$ cat src/rtl/ms_alarm_pkg.sv
// Shared definitions for the millisecond alarm scheduler: command opcodes,
// the default delay clamp and the wrap-safe deadline comparison.
package ms_alarm_pkg;

   typedef enum logic [1:0] {
      OP_NOP      = 2'b00,
      OP_ONESHOT  = 2'b01,
      OP_PERIODIC = 2'b10,
      OP_CANCEL   = 2'b11
   } alarm_op_e;

   // Largest delay whose deadline stays unambiguous under a signed 32-bit difference.
   localparam logic [31:0] MAX_DELAY_DEFAULT = 32'h7FFF_FFFF;

   // Deadline reached when (now - deadline) is non-negative as a signed 32-bit
   // value, which stays correct across the 2^32 wrap of the time base.
   function automatic logic is_due(input logic [31:0] now, input logic [31:0] deadline);
      logic [31:0] diff;
      diff = now - deadline;
      return ~diff[31];
   endfunction

endpackage

$ cat src/rtl/ms_alarm_regfile.sv
// Per-channel alarm storage: deadline, period, periodic flag and armed flag.
// Two update sources (command and scan); a command to the same channel overrides
// the scan update. One read port addressed by the scan pointer.
module ms_alarm_regfile
   import ms_alarm_pkg::*;
#(
   parameter int NUM_CH = 4,
   parameter int CH_W   = 2
) (
   input  logic              clk,
   input  logic              reset,
   input  logic              cmd_we,
   input  logic [CH_W-1:0]   cmd_ch,
   input  logic              cmd_arm,
   input  logic              cmd_periodic,
   input  logic [31:0]       cmd_deadline,
   input  logic [31:0]       cmd_period,
   input  logic              scan_we,
   input  logic [CH_W-1:0]   scan_ch,
   input  logic [31:0]       scan_deadline,
   input  logic              scan_active,
   input  logic [CH_W-1:0]   rd_ch,
   output logic [31:0]       rd_deadline,
   output logic [31:0]       rd_period,
   output logic              rd_periodic,
   output logic              rd_active,
   output logic [NUM_CH-1:0] active
);

   logic [31:0]       deadline_q [NUM_CH];
   logic [31:0]       period_q   [NUM_CH];
   logic [NUM_CH-1:0] periodic_q;
   logic [NUM_CH-1:0] active_q;

   // Timing fields carry no reset; they only matter while the channel is armed.
   // Scan update is written first so a same-channel command lands on top of it.
   always_ff @(posedge clk) begin
      for (int i = 0; i < NUM_CH; i++) begin
         if (scan_we && scan_ch == CH_W'(i)) begin
            deadline_q[i] <= scan_deadline;
         end
         if (cmd_we && cmd_arm && cmd_ch == CH_W'(i)) begin
            deadline_q[i] <= cmd_deadline;
            period_q[i]   <= cmd_period;
            periodic_q[i] <= cmd_periodic;
         end
      end
   end

   // Armed flags: scan may disarm a fired one-shot, command arms or cancels.
   always_ff @(posedge clk) begin
      if (reset) begin
         active_q <= '0;
      end else begin
         for (int i = 0; i < NUM_CH; i++) begin
            if (scan_we && scan_ch == CH_W'(i)) begin
               active_q[i] <= scan_active;
            end
            if (cmd_we && cmd_ch == CH_W'(i)) begin
               active_q[i] <= cmd_arm;
            end
         end
      end
   end

   // Read port for the channel currently under scan.
   always_comb begin
      rd_deadline = '0;
      rd_period   = '0;
      rd_periodic = 1'b0;
      rd_active   = 1'b0;
      for (int i = 0; i < NUM_CH; i++) begin
         if (rd_ch == CH_W'(i)) begin
            rd_deadline = deadline_q[i];
            rd_period   = period_q[i];
            rd_periodic = periodic_q[i];
            rd_active   = active_q[i];
         end
      end
   end

   assign active = active_q;

endmodule

$ cat src/rtl/ms_alarm_scheduler.sv
// Software alarm scheduler sharing one free-running millisecond time base among
// NUM_CH channels. Channels are scanned round-robin, one per clock; a reached
// deadline sets a sticky pending flag that serves as the interrupt line.
module ms_alarm_scheduler
   import ms_alarm_pkg::*;
#(
   parameter int          NUM_CH    = 4,
   parameter int          CH_W      = 2,
   parameter logic [31:0] MAX_DELAY = MAX_DELAY_DEFAULT
) (
   input  logic              clk,
   input  logic              reset,
   input  logic [31:0]       millis,
   input  logic              cmd_valid,
   output logic              cmd_ready,
   input  logic [1:0]        cmd_op,
   input  logic [CH_W-1:0]   cmd_ch,
   input  logic [31:0]       cmd_delay,
   input  logic [NUM_CH-1:0] irq_ack,
   output logic [NUM_CH-1:0] pending,
   output logic [NUM_CH-1:0] active
);

   alarm_op_e         op;
   logic              accept;
   logic [31:0]       delay_eff;
   logic              cmd_we;
   logic              cmd_arm;
   logic              cmd_periodic;
   logic [31:0]       cmd_deadline;
   logic [CH_W-1:0]   scan_ptr;
   logic [31:0]       rd_deadline;
   logic [31:0]       rd_period;
   logic              rd_periodic;
   logic              rd_active;
   logic              collide;
   logic              scan_fire;
   logic [31:0]       scan_deadline;
   logic [NUM_CH-1:0] fire_vec;

   assign op     = alarm_op_e'(cmd_op);
   assign accept = cmd_valid && cmd_ready;

   // Clamp the requested delay; a zero period would never advance, so it becomes 1.
   always_comb begin
      delay_eff = (cmd_delay > MAX_DELAY) ? MAX_DELAY : cmd_delay;
      if (op == OP_PERIODIC && delay_eff == 32'd0) begin
         delay_eff = 32'd1;
      end
   end

   assign cmd_we       = accept && (op != OP_NOP);
   assign cmd_arm      = (op != OP_CANCEL);
   assign cmd_periodic = (op == OP_PERIODIC);
   assign cmd_deadline = millis + delay_eff;

   // A command landing on the scanned channel discards that channel's scan result.
   assign collide   = cmd_we && (cmd_ch == scan_ptr);
   assign scan_fire = rd_active && is_due(millis, rd_deadline) && !collide;

   // Periodic deadlines advance from the old deadline, not from now, so they never drift.
   assign scan_deadline = rd_periodic ? (rd_deadline + rd_period) : rd_deadline;

   ms_alarm_regfile #(
      .NUM_CH (NUM_CH),
      .CH_W   (CH_W)
   ) u_regfile (
      .clk           (clk),
      .reset         (reset),
      .cmd_we        (cmd_we),
      .cmd_ch        (cmd_ch),
      .cmd_arm       (cmd_arm),
      .cmd_periodic  (cmd_periodic),
      .cmd_deadline  (cmd_deadline),
      .cmd_period    (delay_eff),
      .scan_we       (scan_fire),
      .scan_ch       (scan_ptr),
      .scan_deadline (scan_deadline),
      .scan_active   (rd_periodic),
      .rd_ch         (scan_ptr),
      .rd_deadline   (rd_deadline),
      .rd_period     (rd_period),
      .rd_periodic   (rd_periodic),
      .rd_active     (rd_active),
      .active        (active)
   );

   // Round-robin scan pointer, wrapping at NUM_CH-1 so non-power-of-two counts work.
   always_ff @(posedge clk) begin
      if (reset) begin
         scan_ptr <= '0;
      end else if (scan_ptr == CH_W'(NUM_CH - 1)) begin
         scan_ptr <= '0;
      end else begin
         scan_ptr <= scan_ptr + CH_W'(1);
      end
   end

   // One-hot of the channel firing this cycle.
   always_comb begin
      fire_vec = '0;
      for (int i = 0; i < NUM_CH; i++) begin
         if (scan_fire && scan_ptr == CH_W'(i)) begin
            fire_vec[i] = 1'b1;
         end
      end
   end

   // Sticky pending flags; a firing set beats an acknowledge in the same cycle.
   always_ff @(posedge clk) begin
      if (reset) begin
         pending <= '0;
      end else begin
         pending <= (pending & ~irq_ack) | fire_vec;
      end
   end

   // Ready dips for one cycle after every accept.
   always_ff @(posedge clk) begin
      if (reset) begin
         cmd_ready <= 1'b1;
      end else begin
         cmd_ready <= !accept;
      end
   end

endmodule

$ cat config.mk
export PLATFORM = sky130hd
export DESIGN_NAME = ms_alarm_scheduler
export DESIGN_NICKNAME = d
export VERILOG_FILES = /design/src/rtl/ms_alarm_pkg.sv /design/src/rtl/ms_alarm_regfile.sv /design/src/rtl/ms_alarm_scheduler.sv
export SDC_FILE = /design/constraint.sdc
export NUM_CORES = 1
export LEC_CHECK = 0
export ABC_AREA = 1
export BUFFER_PORTS_ARGS = -buffer_cell sky130_fd_sc_hd__buf_2
export CORE_UTILIZATION = 55
export CTS_BUF_LIST = sky130_fd_sc_hd__clkbuf_8
export CTS_CLUSTER_DIAMETER = 100
export DETAILED_ROUTE_END_ITERATION = 8
export PLACE_DENSITY = 0.86
export SLEW_MARGIN = 20
export SYNTH_ARGS = -nofsm -noshare
export SYNTH_HDL_FRONTEND = slang
export SYNTH_SLANG_ARGS = --single-unit
$ cat constraint.sdc
create_clock -name clk -period 4.1 [get_ports clk]
set_input_delay 0.615 -clock clk [delete_from_list [all_inputs] [get_ports clk]]
set_output_delay 0.615 -clock clk [all_outputs]
set_load 0.005 [all_outputs]
# Word-level counts from Yosys, hierarchy flattened
# Memory sizes are Yosys's and may differ from the RTL's.
# Cells that the tools add are included.
totals:
  in_bits: 75
  n_memories: 2
  regBits: 15
  ram_bits: 256
  elab_cells: 124
classes:
  order_cmp: 1
  mux: 56
  n_bitwise: 8
  reduce_logical: 33
  add_sub_neg: 4
  n_eq_ne: 9
memory_table:
  columns: ["name", "words", "width", "read_ports", "rd_ports_with_merged_regs", "wr", "line_no", "source"]
  rows:
  - ["u_regfile.deadline_q", 4, 32, 4, 0, 4, "ms_alarm_regfile.sv:30", "logic [31:0] deadline_q [NUM_CH];"]
  - ["u_regfile.period_q", 4, 32, 4, 0, 1, "ms_alarm_regfile.sv:31", "logic [31:0] period_q [NUM_CH];"]
ops:
  columns: ["cell", "n"]
  rows:
  - ["32-bit 2-to-1 mux", 18]
  - ["32-bit OR reduction", 3]
  - ["32-bit adder", 2]
  - ["1-bit 2-to-1 mux", 35]
  - ["32-bit by 31-bit greater-than comparator with 1-bit output, second input constant", 1]
  - ["32-bit logical NOT", 1]
  - ["32-bit subtractor", 1]
  - ["1-bit logical AND", 19]
  - ["2-bit equality test, second input constant", 5]
  - ["2-bit nonzero test", 5]
  - ["2-bit 2-to-1 mux", 3]
  - ["4-bit bitwise AND", 1]
  - ["2-bit by 1-bit equality test with 1-bit output, second input constant", 2]
  - ["2-bit logical NOT", 2]
  - ["4-bit inverter", 1]
  - ["1-bit OR", 4]
  - ["4-bit OR", 1]
  - ["2-bit by 1-bit adder with 2-bit output, second input constant", 1]
  - ["2-bit equality test", 1]
  - ["1-bit logical NOT", 2]
  - ["2-bit != test, second input constant", 1]
  - ["2-bit OR reduction", 1]
  - ["1-bit inverter", 1]

# Depth between registers and ports, before layout
# Gate-level depths: netlist of the first run.
logic_depth:
  depth_word: 13
  mapped_depth: 27

# Hierarchy
# Synthesis of the first run repeated with hierarchy kept, for this count alone.
unflattened:
  hier_cells: 2013
  area_unflattened_um2: 16985.0
modules_own_cells:
  columns: ["module", "area_per_inst_um2", "n_inst", "cells_per_inst", "seq_area_each_um2"]
  rows:
  - ["ms_alarm_regfile", 11259.5, 1, 998, 7887.6]
  - ["ms_alarm_scheduler", 5725.5, 1, 1015, 140.1]

# Worst setup path after synthesis of the first run
# Ideal clock, no wire load.
synth_timing:
  kind: "input port to flip-flop"
  startpoint: "input cmd_delay[1]"
  endpoint: "memory u_regfile.deadline_q[0][30] (data pin)"
  path_slack_ns: 0.287
  setup_time_ns: 0.258
  cell_stages: 20
  arrival_time_ns: 3.556
  n_path_buf: 0
  path_cell_list: "nor2_1 -> inv_1 -> nor3_1 -> nand4_1 -> o41ai_1 -> ha_1 -> inv_1 -> fa_1 -> o21ai_2 -> a21oi_4 -> o21ai_2 -> nand3_1 -> nand3_1 -> nand3_1 -> nand2_2 -> nand4_1 -> nand2_1 -> nand2_1 -> nand3_1 -> nand2_1"
synth_rtl:
  columns: ["element", "line_no", "source"]
  rows:
  - ["start, declared", "ms_alarm_scheduler.sv:18", "input logic [31:0] cmd_delay,"]
  - ["end, declared", "ms_alarm_regfile.sv:30", null]

==> results of run 1 <==
==> power by group <==
group          switching [mW]  internal, mW  leakage (nW)
clock network            1.16          1.44         0.504
registers              0.0441          3.40          2.45
logic                    2.73          1.54          5.24
total                    3.94          6.38          8.20
==> through the flow <==
step                setup WS [ns]  std cells  setup TNS, ns  hold slack [ns]  power, mW
CTS                       0.00550       2457              0            0.270       9.97
finish                     0.0396       2474              0            0.281       10.3
detailed placement         -0.254       2373          -3.68            0.454       7.40
floorplan                   0.287       1881              0            0.460       6.20
global placement           -0.176       2373          -2.28            0.451       7.27
global route              -0.0984       2474          -3.19            0.296       10.8
==> worst register-to-register path: cells and delay by family, from the launching register on <==
kind                       cells  cell delay, ns
DFF                            1            0.35
AOI/OAI and AO/OA              5            0.72
buffers and inverters          5            0.57
xor gates and xnor gates       1            0.22
adders and majority gates      2            0.51
and+or+nand+nor               10            1.40
==> timing repair <==
item                       4_1_cts  5_1_grt
resized for setup                0       47
setup endpoints to repair        0      213
setup buffers                    0       11
==> registers in the layout, summed over array words and instances (netlist names) <==
| signal | cells |
|---|---|
| cmd_ready | 1 |
| pending | 4 |
| scan_ptr | 2 |
| u_regfile.active | 4 |
| u_regfile.deadline_q | 128 |
| u_regfile.period_q | 128 |
| u_regfile.periodic_q | 4 |
==> path summary, 6_finish.rpt <==
kind,start,end,slack [ns]
max,scan_ptr[0],u_regfile.deadline_q[3][26],0.04
min,irq_ack[1],pending[1],0.28
max reg2reg,scan_ptr[0],u_regfile.deadline_q[3][26],0.04
min reg2reg,pending[1],pending[1],0.46
==> layout by cell type, fill, tap and decap left out, types with 40 or more instances in the layout <==
master      n
a21oi_1   137
buf_2      83
buf_4      91
clkbuf_8   46
edfxtp_1  260
ha_1       94
inv_1     139
nand2_1   441
nand3_1   123
nor2_1     92
o21ai_0   129
or2_2      40
==> layout make-up <==
class	instances	area [sq um]	share of cell area (%)
sequential	271	8030	41.0
multi-input combinational	1392	8020	41.0
timing repair buffer	195	1530	7.82
clock buffer	46	633	3.24
inverter	142	542	2.77
tap	390	488	2.49
clock inverter	38	328	1.68
==> routing by layer <==
metal  vias to the layer above  track usage, %  share of wire, %
li1                       6975               -                 -
met1                      7196            43.1                37
met2                      1063            55.2                47
met5                         -               0                 0
met3                       176            4.61                11
met4                         0            16.5               5.0
==> cell families (layout without fill, tap and decap cells) <==
group / Yosys count / in the layout / share of synthesized area, %
and+or+nand+nor: 786 / 786 / 20.4
AOI/OAI and AO/OA: 477 / 477 / 17.5
DFF: 271 / 271 / 48.1
buffers and inverters: 218 / 421 / 5.13
adders and majority gates: 98 / 98 / 7.43
xor gates and xnor gates: 27 / 27 / 1.42
other: 1 / 4 / 0.0225
==> summary.md, run 1 <==
| Metric | Value |
|---|---|
| Outcome | finished, final reports clean |
| Inserted Clock Buffers | 46 |
| RSZ-0062 raised after global routing | true |
| R2R depth | 23 |
| Worst Hold Depth | 4 |
| Ant diodes | 0 |
| Wire per inst | 21.7 um |
| First DRT Iteration DRCs | 2083 |
| Critical Path Source Type | register |
| Post-synthesis cell type count | 60 |
| Final core occ | 65.8% |
| Max Slew Vio Count | 0 |
| Clock slew at reported path FFs | 0.06 ns |
| Initial DRT Pass Iterations | 6 |
| TritonCTS clock tree | done |
| Worst path bufs/invs | 5 |
| Top_reg_cell synth | edfxtp_1 |
| Final number of setup-violating endpoints | 0 |
| Core Rows | 63 |
| Slowest CP cell | dfxtp_2 |
| Post-Synthesis Cells | 1878 |
| Count of final hold-check violations | 0 |
| Synth top area share | 46.8% |
| DR vias/cell | 6.23 |
| Die ar. | 31100 sq um |
| H-tree level count | 2 |
| Vias in the first global route | 14195 |
| CP arrival | 4.37 ns |
| Yosys top cell by area | edfxtp_1 |
| Global route overflow | 0 |
| Delay-heaviest family, CP | simple AND/OR/NAND/NOR gates |
| Die Width | 176 um |
| Number of I/O pins | 84 |
| Post-synth ARST share | 0% |
| Filler instances | 2309 |
| Post-CTS Hold Fix Bufs | 0 |
| Clk Latency, worst-skew pair | 0.57 ns |
| Initial antenna violation count | 0 |
| Rel. slew slack | 22.2% |
| Worst path cell trace | inv_2 -> ha_2 -> inv_1 -> nor2_4 -> buf_12 -> buf_8 -> a22oi_1 -> nand2_1 -> o21ai_0 -> a21oi_1 -> ha_1 -> nand2_1 -> inv_1 -> and3_1 -> nand4_1 -> nand3_1 -> nand2_1 -> nand2_1 -> a21oi_1 -> xor2_1 -> o21ai_2 -> nand2_1 -> nand2_1 |
| Worst vdd ir | 0.309 mV |
| Die height | 176 um |
| # DRC | 0 |
| Period utilisation layout | 99.0% |
| Pwr Density | 527 nW/um^2 |
| Critical path's largest stage delay | 0.35 ns |
| Sequential fraction of the synthesis area | 48.1% |
| Top cells by area, synth | edfxtp_1, nand2_1, ha_1 |
| GP Congestion | 1.00 |
| Number of synthesized register bits | 271 |
| Mean Syn Cell Area | 8.89 sq um |
| Starting Density | 56.2% |
| Port Buffers | 83 |
| Worst-margin pin slew | 1.16 ns |
| Crit end category | register |
| GRT Total Usage | 33.4% |
| Final antenna-violating net count | 0 |
| DRT Wirelength | 53.7 mm |
| CP most frequent cell | nand2_1 |
| Hold Crit Class | input pin to register |
| Area growth from synthesis to layout | 17.2% |
| HPWL Detailed | 35.2 mm |
| Req. time, crit path | 4.41 ns |
| Worst clock skew | 0.0142 ns |
| Ratio of cells with drive above 1 in the final layout | 18.9% |
| Post-synth EDFFs | 260 |
| Post-route minimum period | 4.06 ns |
| Commonest cells in the netlist | nand2_1, edfxtp_1, a21oi_1 |
| Pin count of the biggest net entering global routing | 75 |
| Core region area | 29700 sq um |
| Critical path depth | 23 |
| First-pass GRT wire length | 78.5 mm |
| Warnings from Yosys | 0 |
| Lkg Pwr | 8.20 nW |
| Mapped Area | 16700 sq um |
| Fmax | 246 MHz |
| Nets | 2221 |
| CP Class | register to register |
| Top-count cell post-synth | nand2_1 |
| Clk sinks | 271 |
| Post-DP Area | 18200 sq um |
| Root Driver | clkbuf_8 |
| Max-cap viol count | 0 |
| Fin area | 19600 sq um |
| Maximum fanout along the worst path | 10 |
| Via count | 15410 |
| CTS Buffer Depth | 3 |
No activity file was read; power rests on OpenSTA's default activity.
==> inputs of run 2 (changes only) <==
Settings changed: CORE_ASPECT_RATIO from default to 0.7.
==> run 2 against run 1 <==
Via count increased by 0.62%; critical path depth down 1; register-to-register slack improved by 0.05 ns; clock power is 5% lower; sequential cell count stayed put; sequential power hardly changed; final area grew 2.0%; hold slack got worse by 0.016 ns; critical endpoint is now u_regfile.deadline_q[1][11]; largest power group unchanged; highest routed layer is now met5.
==> summary.md, run 2 (same netlist as run 1, synthesis figures left out) <==
| Metric | Value |
|---|---|
| CP arrival | 4.31 ns (-0.06 ns) |
| Inserted Clock Buffers | 44 (-4.3%) |
| Vias in the first global route | 14780 (+4.1%) |
| Core Rows | 52 (-17%) |
| Period utilisation layout | 97.7% (-1.3 points) |
| Req. time, crit path | 4.41 ns (about the same) |
| Max Slew Vio Count | 0 (unchanged) |
| Top flop regs | u_regfile.deadline_q (128), u_regfile.period_q (128) |
| Worst-margin pin slew | 1.24 ns (+0.0801 ns) |
| Outcome | finished, final reports clean |
| DR vias/cell | 6.17 (-1.0%) |
| Rel. slew slack | 17.0% (-5.1 points) |
| Initial DRT Pass Iterations | 8 (+2) |
| Worst path bufs/invs | 7 (+2) |
| DRT Wirelength | 55.1 mm (+2.6%) |
| GP Congestion | 1.03 (+3.4%) |
| First DRT Iteration DRCs | 1936 (-7.1%) |
| Core region area | 29300 sq um (-1.3%) |
| Crit end category | register |
| Root Driver | clkbuf_8 |
| # DRC | 0 (unchanged) |
| Clk sinks | 271 (unchanged) |
| Final antenna-violating net count | 0 (unchanged) |
| Final core occ | 68.0% (+2.1 points) |
| Die height | 148 um (-16%) |
| HPWL Detailed | 36.3 mm (+3.2%) |
| Worst path cell trace | inv_2 -> ha_2 -> inv_1 -> nor2_4 -> buf_12 -> buf_12 -> buf_6 -> a22o_1 -> nand2_1 -> nand2_1 -> o21a_1 -> inv_1 -> ha_1 -> a21oi_2 -> o21a_1 -> o221ai_1 -> a21oi_2 -> nand2_1 -> nand2_2 -> nand4_1 -> nand2_4 -> clkbuf_16 |
| RSZ-0062 raised after global routing | true |
| Pwr Density | 531 nW/um^2 (+0.71%) |
| GRT Total Usage | 34.4% (+1.0 points) |
| Initial antenna violation count | 1 (+1) |
| Clk Latency, worst-skew pair | 0.60 ns (+0.03 ns) |
| Final number of setup-violating endpoints | 0 (unchanged) |
| Die Width | 210 um (+19%) |
| Hold path startpoint | irq_ack[3] |
| Slowest CP cell | dfxtp_4 |
| Via count | 15505 (+0.62%) |
| Fin area | 20000 sq um (+2.0%) |
| Reg-to-reg slack, setup | 0.09 ns (+0.05 ns) |
| R2R depth | 22 (-4.3%) |
| Most frequent cells in the layout | nand2_1, edfxtp_1, inv_1 |
| Worst clock skew | 0.0197 ns (+0.00551 ns) |
| Worst vdd ir | 0.348 mV (+12%) |
| Critical path depth | 22 (-4.3%) |
| Ratio of cells with drive above 1 in the final layout | 20.6% (+1.7 points) |
| Delay-heaviest family, CP | simple AND/OR/NAND/NOR gates |
| CP most frequent cell | nand2_1 |
| Number of I/O pins | 84 (unchanged) |
| TritonCTS clock tree | done |
| Ant diodes | 0 (unchanged) |
| CP startpoint | scan_ptr[0] |
| Wire per inst | 21.9 um (+0.95%) |
| R2R Path End | u_regfile.deadline_q[1][11] |
| Max-cap viol count | 0 (unchanged) |
| Global route overflow | 0 (unchanged) |
| Total power | 10.6 mW (+2.7%) |
| Area growth from synthesis to layout | 19.5% |
| Commonest non-fill, non-tap cell in the layout | nand2_1 |
| Nets | 2251 (+1.4%) |
| Post-DP Area | 18500 sq um (+1.5%) |
| Port Buffers | 83 (unchanged) |
| Lkg Pwr | 8.40 nW (+2.5%) |
| CTS Buffer Depth | 3 (unchanged) |
| Critical path's largest stage delay | 0.36 ns (about the same) |
| Maximum fanout along the worst path | 9 (-1) |
| First-pass GRT wire length | 81.3 mm (+3.5%) |
| Critical Path Source Type | register |
| H-tree level count | 2 (unchanged) |
| Count of final hold-check violations | 0 (unchanged) |
| CP Class | register to register |
| Pin count of the biggest net entering global routing | 76 (+1.3%) |
| Fmax | 250 MHz (+1.3%) |
| Hold Crit Class | input pin to register |
| Clock slew at reported path FFs | 0.06 ns (about the same) |
| Post-route minimum period | 4.01 ns (-0.0533 ns) |
| Crit path to | u_regfile.deadline_q[1][11] |
| Die ar. | 31100 sq um (about the same) |
| Reg-to-Reg Start | scan_ptr[0] |
| Starting Density | 56.9% (+0.72 points) |
[run 2: changes by cell type in the layout (fill, tap and decap cells not counted), moves of 6 or more]
cell      before  now
a21oi_2       20   29
buf_4         91  114
o21ai_1       30   37
o21ai_0      129  123
inv_1        139  147
buf_12        14   21
a21oi_1      137  128
clkinv_1      14    7
[run 2: metal layers]
metal  up-vias  wire length [um]  track usage [%]
met5         -                 9                0
met1      7190             21300             45.8
met2      1067             24100             54.6
met4         2              2610             14.3
li1       7031                 -                -
met3       215              7070             7.71
[run 2: worst min-delay path, delay by kind of cell]
family / cells / cell delay [ns]
AND/OR/NAND/NOR: 1 / 0.04
buffers and inverters: 2 / 0.10
AO/OA/AOI/OAI: 1 / 0.05
[run 2: final cells by class]
class                           count  area (sq um)
Inverter                          142           539
Tap cell                          405           507
Clock buffer                       47           647
Multi-Input combinational cell   1392          8130
Timing Repair Buffer              227          1850
Clock inverter                     31           243
Fill cell                        2218          9390
Sequential cell                   271          8030
[run 2: worst min path at each step]
stage	endpoint	slack, ns	cells after the start
6_report	pending[3]	0.26	4
5_1_grt	pending[3]	0.30	4
4_1_cts	pending[3]	0.25	4
3_5_place_dp	pending[3]	0.46	2
3_3_place_gp	pending[1]	0.45	2
2_1_floorplan	pending[0]	0.46	2
[run 2: where the power goes]
part	leakage (nW)	internal [mW]	total (mW)	switching, mW
combinational	5.45	1.82	4.68	2.87
clock	0.501	1.32	2.47	1.16
sequential	2.45	3.40	3.45	0.0439
total	8.40	6.53	10.6	4.07
[run 2: repair_timing]
action | 4_1_cts | 5_1_grt
setup endpoints to repair | 0 | 204
hold buffers | 0 | 0
gates resized for setup | 0 | 84
hold endpoints to repair | 0 | 0
buffers inserted | 0 | 19
[run 2: stage by stage]
step / setup slack (ns) / TNS [ns] / std cells / hold WS [ns]
2_1_floorplan: 0.287 / 0 / 1881 / 0.460
3_3_place_gp: -0.257 / -3.22 / 2414 / 0.452
3_5_place_dp: -0.314 / -4.60 / 2414 / 0.458
4_1_cts: 0.0926 / 0 / 2492 / 0.250
5_1_grt: -0.0928 / -2.45 / 2515 / 0.297
6_report: 0.0929 / 0 / 2515 / 0.265
